===== config.mk =====
export PLATFORM = sky130hd
export DESIGN_NAME = serial_subtractor_ctrl
export DESIGN_NICKNAME = d
export VERILOG_FILES = /design/src/rtl/serial_subtractor_ctrl.sv
export SDC_FILE = /design/constraint.sdc
export NUM_CORES = 1
export LEC_CHECK = 0
export ABC_AREA = 1
export CORE_UTILIZATION = 56
export CTS_BUF_LIST = sky130_fd_sc_hd__clkbuf_4
export DETAILED_ROUTE_END_ITERATION = 10
export GPL_TIMING_DRIVEN = 0
export PLACE_DENSITY = 0.95
export SETUP_SLACK_MARGIN = 0.15
export SYNTH_ARGS = -nofsm -noshare
export SYNTH_HDL_FRONTEND = slang
export SYNTH_SLANG_ARGS = --single-unit

===== constraint.sdc =====
create_clock -name clk -period 3.32 [get_ports clk]
set_input_delay 0.83 -clock clk [delete_from_list [all_inputs] [get_ports clk]]
set_output_delay 0.83 -clock clk [all_outputs]
set_load 0.01 [all_outputs]

===== src/rtl/serial_subtractor_ctrl.sv =====
// Bit-serial subtractor with valid/ready handshakes: one result bit per RUN cycle, LSB first.
// Define SERSUB_ZERO_FLAG_EN to add the registered 'zero' result flag output.
module serial_subtractor_ctrl #(
    parameter int WIDTH = 8
) (
    input  logic             clk,
    input  logic             rst,
    input  logic             in_valid,
    output logic             in_ready,
    input  logic [WIDTH-1:0] a,
    input  logic [WIDTH-1:0] b,
    output logic             out_valid,
    input  logic             out_ready,
    output logic [WIDTH-1:0] diff,
    output logic             borrow_out,
    output logic             busy
`ifdef SERSUB_ZERO_FLAG_EN
    ,
    output logic             zero
`endif
);

    localparam int CNT_W = (WIDTH > 1) ? $clog2(WIDTH) : 1;
    localparam logic [CNT_W-1:0] LAST_BIT = CNT_W'(WIDTH - 1);

    typedef enum logic [1:0] {
        S_IDLE = 2'd0,
        S_RUN  = 2'd1,
        S_DONE = 2'd2
    } state_t;

    state_t           state_q;
    logic [WIDTH-1:0] a_q;
    logic [WIDTH-1:0] b_q;
    logic [WIDTH-1:0] diff_q;
    logic [WIDTH-1:0] diff_d;
    logic             br_q;
    logic             br_d;
    logic             d_bit;
    logic [CNT_W-1:0] cnt_q;
    logic             in_ready_q;
    logic             out_valid_q;
    logic             busy_q;
`ifdef SERSUB_ZERO_FLAG_EN
    logic             zero_q;
`endif

    // Result bits enter at the MSB so the LSB-first stream lands in place after WIDTH shifts.
    function automatic logic [WIDTH-1:0] shift_in_msb(input logic msb, input logic [WIDTH-1:0] v);
        logic [WIDTH-1:0] r;
        r = v >> 1;
        r[WIDTH-1] = msb;
        return r;
    endfunction

    always_comb begin
        d_bit  = a_q[0] ^ b_q[0] ^ br_q;
        br_d   = (~a_q[0] & b_q[0]) | (~(a_q[0] ^ b_q[0]) & br_q);
        diff_d = shift_in_msb(d_bit, diff_q);
    end

    always_ff @(posedge clk) begin
        if (rst) begin
            state_q     <= S_IDLE;
            a_q         <= '0;
            b_q         <= '0;
            diff_q      <= '0;
            br_q        <= 1'b0;
            cnt_q       <= '0;
            in_ready_q  <= 1'b1;
            out_valid_q <= 1'b0;
            busy_q      <= 1'b0;
`ifdef SERSUB_ZERO_FLAG_EN
            zero_q      <= 1'b0;
`endif
        end else begin
            case (state_q)
                S_IDLE: begin
                    if (in_valid) begin
                        a_q        <= a;
                        b_q        <= b;
                        br_q       <= 1'b0;
                        cnt_q      <= '0;
                        state_q    <= S_RUN;
                        in_ready_q <= 1'b0;
                        busy_q     <= 1'b1;
                    end
                end
                S_RUN: begin
                    a_q    <= a_q >> 1;
                    b_q    <= b_q >> 1;
                    diff_q <= diff_d;
                    br_q   <= br_d;
                    cnt_q  <= cnt_q + 1'b1;
                    if (cnt_q == LAST_BIT) begin
                        state_q     <= S_DONE;
                        out_valid_q <= 1'b1;
`ifdef SERSUB_ZERO_FLAG_EN
                        zero_q      <= (diff_d == '0);
`endif
                    end
                end
                S_DONE: begin
                    // Result and flags hold until the consumer takes them.
                    if (out_ready) begin
                        state_q     <= S_IDLE;
                        out_valid_q <= 1'b0;
                        in_ready_q  <= 1'b1;
                        busy_q      <= 1'b0;
`ifdef SERSUB_ZERO_FLAG_EN
                        zero_q      <= 1'b0;
`endif
                    end
                end
                default: begin
                    state_q     <= S_IDLE;
                    out_valid_q <= 1'b0;
                    in_ready_q  <= 1'b1;
                    busy_q      <= 1'b0;
`ifdef SERSUB_ZERO_FLAG_EN
                    zero_q      <= 1'b0;
`endif
                end
            endcase
        end
    end

    assign in_ready   = in_ready_q;
    assign out_valid  = out_valid_q;
    assign busy       = busy_q;
    assign diff       = diff_q;
    assign borrow_out = br_q;
`ifdef SERSUB_ZERO_FLAG_EN
    assign zero       = zero_q;
`endif

endmodule


# ---- Word level (Yosys, flattened, before mapping)
# Cells that the tools add are included.
dict set report op_classes {
  addsub 1
  n_eq_ne 6
  muxes 19
  bitwise 9
  reduce_logical 6
}
# op n
set ops {}
lappend ops {{case mux 8 bit (2 select lines)} 2}
lappend ops {{2-to-1 mux 8 bit} 2}
lappend ops {{case mux 1 bit (3 select lines)} 3}
lappend ops {{AND reduction 3 bit} 3}
lappend ops {{2-to-1 mux 2 bit} 3}
lappend ops {{inequality test 2 bit (second input constant)} 3}
lappend ops {{case mux 2 bit (3 select lines)} 1}
lappend ops {{case mux 3 bit (2 select lines)} 1}
lappend ops {{2-to-1 mux 1 bit} 5}
lappend ops {{inverter 1 bit} 4}
lappend ops {{adder 3 x 1 -> 3 bit (second input constant)} 1}
lappend ops {{equality test 3 bit (second input constant)} 1}
lappend ops {{2-to-1 mux 3 bit} 1}
lappend ops {{AND 1 bit} 2}
lappend ops {{equality test 2 x 1 -> 1 bit (second input constant)} 1}
lappend ops {{equality test 2 bit (second input constant)} 1}
lappend ops {{logical NOT 2 bit} 1}
lappend ops {{case mux 1 bit (2 select lines)} 1}
lappend ops {{AND reduction 2 bit} 1}
lappend ops {{nonzero test 2 bit} 1}
lappend ops {{XOR 1 bit} 2}
lappend ops {{bitwise OR 1 bit} 1}
dict set report totals {
  reg_bits 33
  output_inout_bits 12
  elab_cells 50
}

# ---- Longest topological paths before layout
dict set report logic_depth {
  depth_word 5
  ltp_mapped 8
  ltp_nobuf 7
}

# ---- Worst setup path before layout
# Ideal clock, no wire load.
dict set report synth_timing {
  path_type {input to register}
  start {in rst}
  end {reg a_q[0]}
  setup_time_ns 0.064
  arrival_ns 1.453
  t_required_ns 3.256
  path_slack_ns 1.802
  cell_stages 5
  cell_sequence {buf_6 inv_1 clkbuf_1 o21ai_0 nor2_1}
}
# element line_no
set synth_rtl {}
lappend synth_rtl {{start, declared} 7} ;# input logic rst,
lappend synth_rtl {{end signal, assigned} 90} ;# a_q <= a_q >> 1;
lappend synth_rtl {{end, declared} 33} ;# logic [WIDTH-1:0] a_q;

# ---- Worst setup path in the final report
dict set report layout_timing {
  start {reg br_q, in the netlist borrow_out}
  end {out borrow_out}
}
# element line_no
set layout_rtl {}
lappend layout_rtl {{start, declared} 37} ;# logic br_q;
lappend layout_rtl {{start signal, assigned} 93} ;# br_q <= br_d;
lappend layout_rtl {{end, declared} 15} ;# output logic borrow_out,
# No word-level cell between the ends.

==> out/qor.yml <==
status:
  run_status: "finished, final reports clean"
global_routing:
  first_global_vias: 1142
  antenna_found_initial: 0
  largest_net_degree_at_the_start_of_global_routing: 11
  grt_use_total_pct: 24.9
  gr-total-overflow: 0
  grt_first_pass_wirelength_mm: 4.86
synth:
  synthesized_cell_area_um2: 1460
  synthFlopType: "sky130_fd_sc_hd__dfxtp_1"
  synth.lib_cells_used.distinct: 23
  edff_count_synth: 0
  synth_area_leaders: "sky130_fd_sc_hd__dfxtp_1 45%, sky130_fd_sc_hd__nand2_1 15%, sky130_fd_sc_hd__nor2_1 10%, sky130_fd_sc_hd__o21ai_0 8.2%, sky130_fd_sc_hd__a21oi_1 3.1%"
  synth.yosys.warnings: 0
  netlist_instances: 198
  yosysTopAreaCellShare_pct: 45.2
  ys_seq_area_share_pct: 45.2
  ys_ff_latch: 33
  yosys-top-cells-count: "58 x sky130_fd_sc_hd__nand2_1, 40 x sky130_fd_sc_hd__nor2_1, 33 x sky130_fd_sc_hd__dfxtp_1, 24 x sky130_fd_sc_hd__o21ai_0, 9 x sky130_fd_sc_hd__a21oi_1"
  post_synthesis_net_count: 221
  synth.most_common_cell: "sky130_fd_sc_hd__nand2_1"
  postSynthAreaPerCell_um2: 7.37
  synth-async-reset-ratio_pct: 0
  synthDominantAreaCellType: "sky130_fd_sc_hd__dfxtp_1"
cts:
  cts.repair_timing.setup_buffer_count: 0
  clock_insertion_delay_worst_skew_ns: 0.33
  cts.sink_count: 33
  tritoncts: "done"
  tritoncts.num_buffers: 5
  htree_levels: 2
  cts_repair_resize_count: 0
  cts.hold.buffers_added: 0
  clockBufferDepth: 2
  path_clk_slew_ns: 0.09
  cts_root_buf: "sky130_fd_sc_hd__clkbuf_4"
setup_path:
  endpoint_of_the_worst_slack_reg_to_reg_timing_path: "b_q[0]$_SDFFE_PP0P_"
  reg2regPathDepth: 7
  r2r-start: "state_q[1]$_SDFFE_PP0P_"
  data_arrival_time_of_the_worst_path_ns: 1.30
  worst_ep_required_time_ns: 2.49
  criticalPathCategory: "flip-flop to output port"
  r2r_setup_slack_ns: 2.09
  crit_path_max_incr_delay_ns: 0.58
  cp_max_fo: 3
  crit_buf_inv: 1
  library_cell_contributing_the_largest_single_delay_on_the_critical_path: "sky130_fd_sc_hd__clkdlybuf4s50_1"
  critical_path.startpoint_type: "flip-flop"
  setup.worst_path.end_class: "output port"
  critPathTopFamily: "buffers and inverters"
  series_of_cell_instances_along_the_critical_path: "clkdlybuf4s50_1"
die:
  die_y_um: 53.1
  floorplan.initialDensity_pct: 58.9
  die_w_um: 53.1
  ios: 32
  rows: 18
  design.core.area_um2: 2480
  dieArea_um2: 2820
sta:
  fmax_mhz: 470
  worst_slew_margin_rel_pct: 78.0
  worstMarginPinSlew_ns: 0.330
  min_period_over_period_pct: 64.1
  timing_max_transition_violations_final: 0
  number_of_hold_slack_violations_in_the_final_timing_report: 0
  setup-tns-final_ns: 0
  setup_viol_count_final: 0
  rsz0062_at_grt: "false"
  clock_skew_ns: 0.00487
  final_period_minus_worst_setup_slack_ns: 2.13
cells_and_area:
  diodes: 0
  final_net_count: 258
  num-fill-cells: 197
  syn2layout_area_growth_pct: 26.5
  post_layout_utilization_of_the_core_pct: 74.5
  share_of_post_route_cells_with_drive_strength_above_1_pct: 11.1
  layout.cell_area.non_filler_um2: 1850
power:
  worst_ir_drop_on_vdd_uv: 391
  p_per_area_nw_per_um2: 456
  finalPower_mw: 0.842
  leakagePower_nw: 0.818
place:
  post_dp_cell_area_um2: 1800
  port_buffers: 30
  routabilityCongestion: 0.805
  post_detail_place_hpwl_mm: 2.10
drt:
  initialDrtViolationCount: 45
  routed-via-count: 1353
  ant_nets: 0
  totalWireLength_mm: 2.95
  remaining_drc_errors: 0
  firstDrtPassIters: 4
  wl_per_cell_um: 11.1
  viasPerCell: 5.11
worst_hold_path:
  worst_hold_path_type: "flip-flop to flip-flop"
  hold_path.startpoint: "a_q[7]$_SDFFE_PP0P_"
  min_delay_worst_endpoint: "a_q[7]$_SDFFE_PP0P_"
  min_delay_path_depth: 2
run:
  maxCapViolCount: 0
==> worst max-delay path by stage <==
stage                     cells after the start                  end  slack, ns                    start
after floorplan                               5  a_q[0]$_SDFFE_PP0P_       1.80                      rst
after global routing                          1           borrow_out       1.15  borrow_out$_SDFFE_PP0P_
after CTS                                     1           borrow_out       1.20  borrow_out$_SDFFE_PP0P_
after detailed placement                      7  b_q[0]$_SDFFE_PP0P_       1.26                 in_valid
after global placement                        7  b_q[0]$_SDFFE_PP0P_       1.26                 in_valid
final                                         1           borrow_out       1.19  borrow_out$_SDFFE_PP0P_
==> sequential cells by signal, indices dropped and copies added, names as in the netlist <==
name        count
borrow_out      1
b_q             8
state_q         2
cnt_q           3
busy            1
in_ready        1
diff            8
a_q             8
out_valid       1
==> tightest hold or removal path, delay by kind of cell (launching register included) <==
kind,cells,cell delay [ns]
AOI/OAI and AO/OA,1,0.05
and+or+nand+nor,1,0.06
DFF,1,0.32
==> where the power goes <==
part | total [mW] | internal (mW) | switching [mW]
Sequential | 0.449 | 0.430 | 0.0190
Combinational | 0.182 | 0.0892 | 0.0931
Clock | 0.211 | 0.0849 | 0.126
==> per-layer routing <==
layer / vias up / part of all wire [%] / global-route usage, %
li1: 699 / - / -
met1: 601 / 46 / 33.1
met2: 43 / 46 / 35.9
met3: 10 / 5.8 / 6.32
met4: 0 / 2.6 / 14.5
met5: - / 0 / 0
==> cells by family (layout without fill, tap and decap cells) <==
kind of cell / count (synthesis) / count (layout) / synth area share, %
AOI/OAI and AO/OA: 35 / 35 / 12.3
adders and majority gates: 3 / 3 / 3.08
buffers and inverters: 19 / 56 / 9.25
DFF: 33 / 33 / 45.2
and+or+nand+nor: 108 / 108 / 30.1
==> per-stage QoR <==
step	setup slack [ns]	std cells	hold WS (ns)
final	1.19	265	0.464
after CTS	1.20	265	0.468
after detailed placement	1.26	258	0.451
after global routing	1.15	265	0.488
after floorplan	1.80	198	0.428
after global placement	1.26	258	0.447
==> cells in the final DEF, fill, tap and decap left out <==
master / n
sky130_fd_sc_hd__nand2_1: 58
sky130_fd_sc_hd__nor2_1: 40
sky130_fd_sc_hd__dfxtp_1: 33
sky130_fd_sc_hd__clkdlybuf4s50_1: 30
sky130_fd_sc_hd__o21ai_0: 24
sky130_fd_sc_hd__a21oi_1: 9
sky130_fd_sc_hd__inv_1: 6
sky130_fd_sc_hd__clkbuf_4: 6
sky130_fd_sc_hd__buf_6: 4
sky130_fd_sc_hd__nor2_2: 3
sky130_fd_sc_hd__inv_2: 2
sky130_fd_sc_hd__nand2_4: 2
sky130_fd_sc_hd__nand3_1: 2
sky130_fd_sc_hd__nand2_2: 2
sky130_fd_sc_hd__buf_4: 2
sky130_fd_sc_hd__ha_1: 2
sky130_fd_sc_hd__nand3b_1: 1
sky130_fd_sc_hd__buf_2: 1
sky130_fd_sc_hd__inv_8: 1
sky130_fd_sc_hd__buf_12: 1
sky130_fd_sc_hd__clkbuf_2: 1
sky130_fd_sc_hd__clkbuf_1: 1
sky130_fd_sc_hd__a21oi_2: 1
sky130_fd_sc_hd__o22ai_1: 1
sky130_fd_sc_hd__fa_1: 1
sky130_fd_sc_hd__clkinv_1: 1
==> area by class of cell <==
class	count	area (um^2)	area share (%)
plain buffers	10	93.8	5.08
inverters	9	41.3	2.24
flip-flops and latches	33	661	35.8
well taps	30	37.5	2.03
repair buffers	30	300	16.3
multi-input cells	146	664	36.0
clock inverters	1	3.75	0.203
clock buffers	6	45.0	2.44
(Power assumes the default switching activity.)
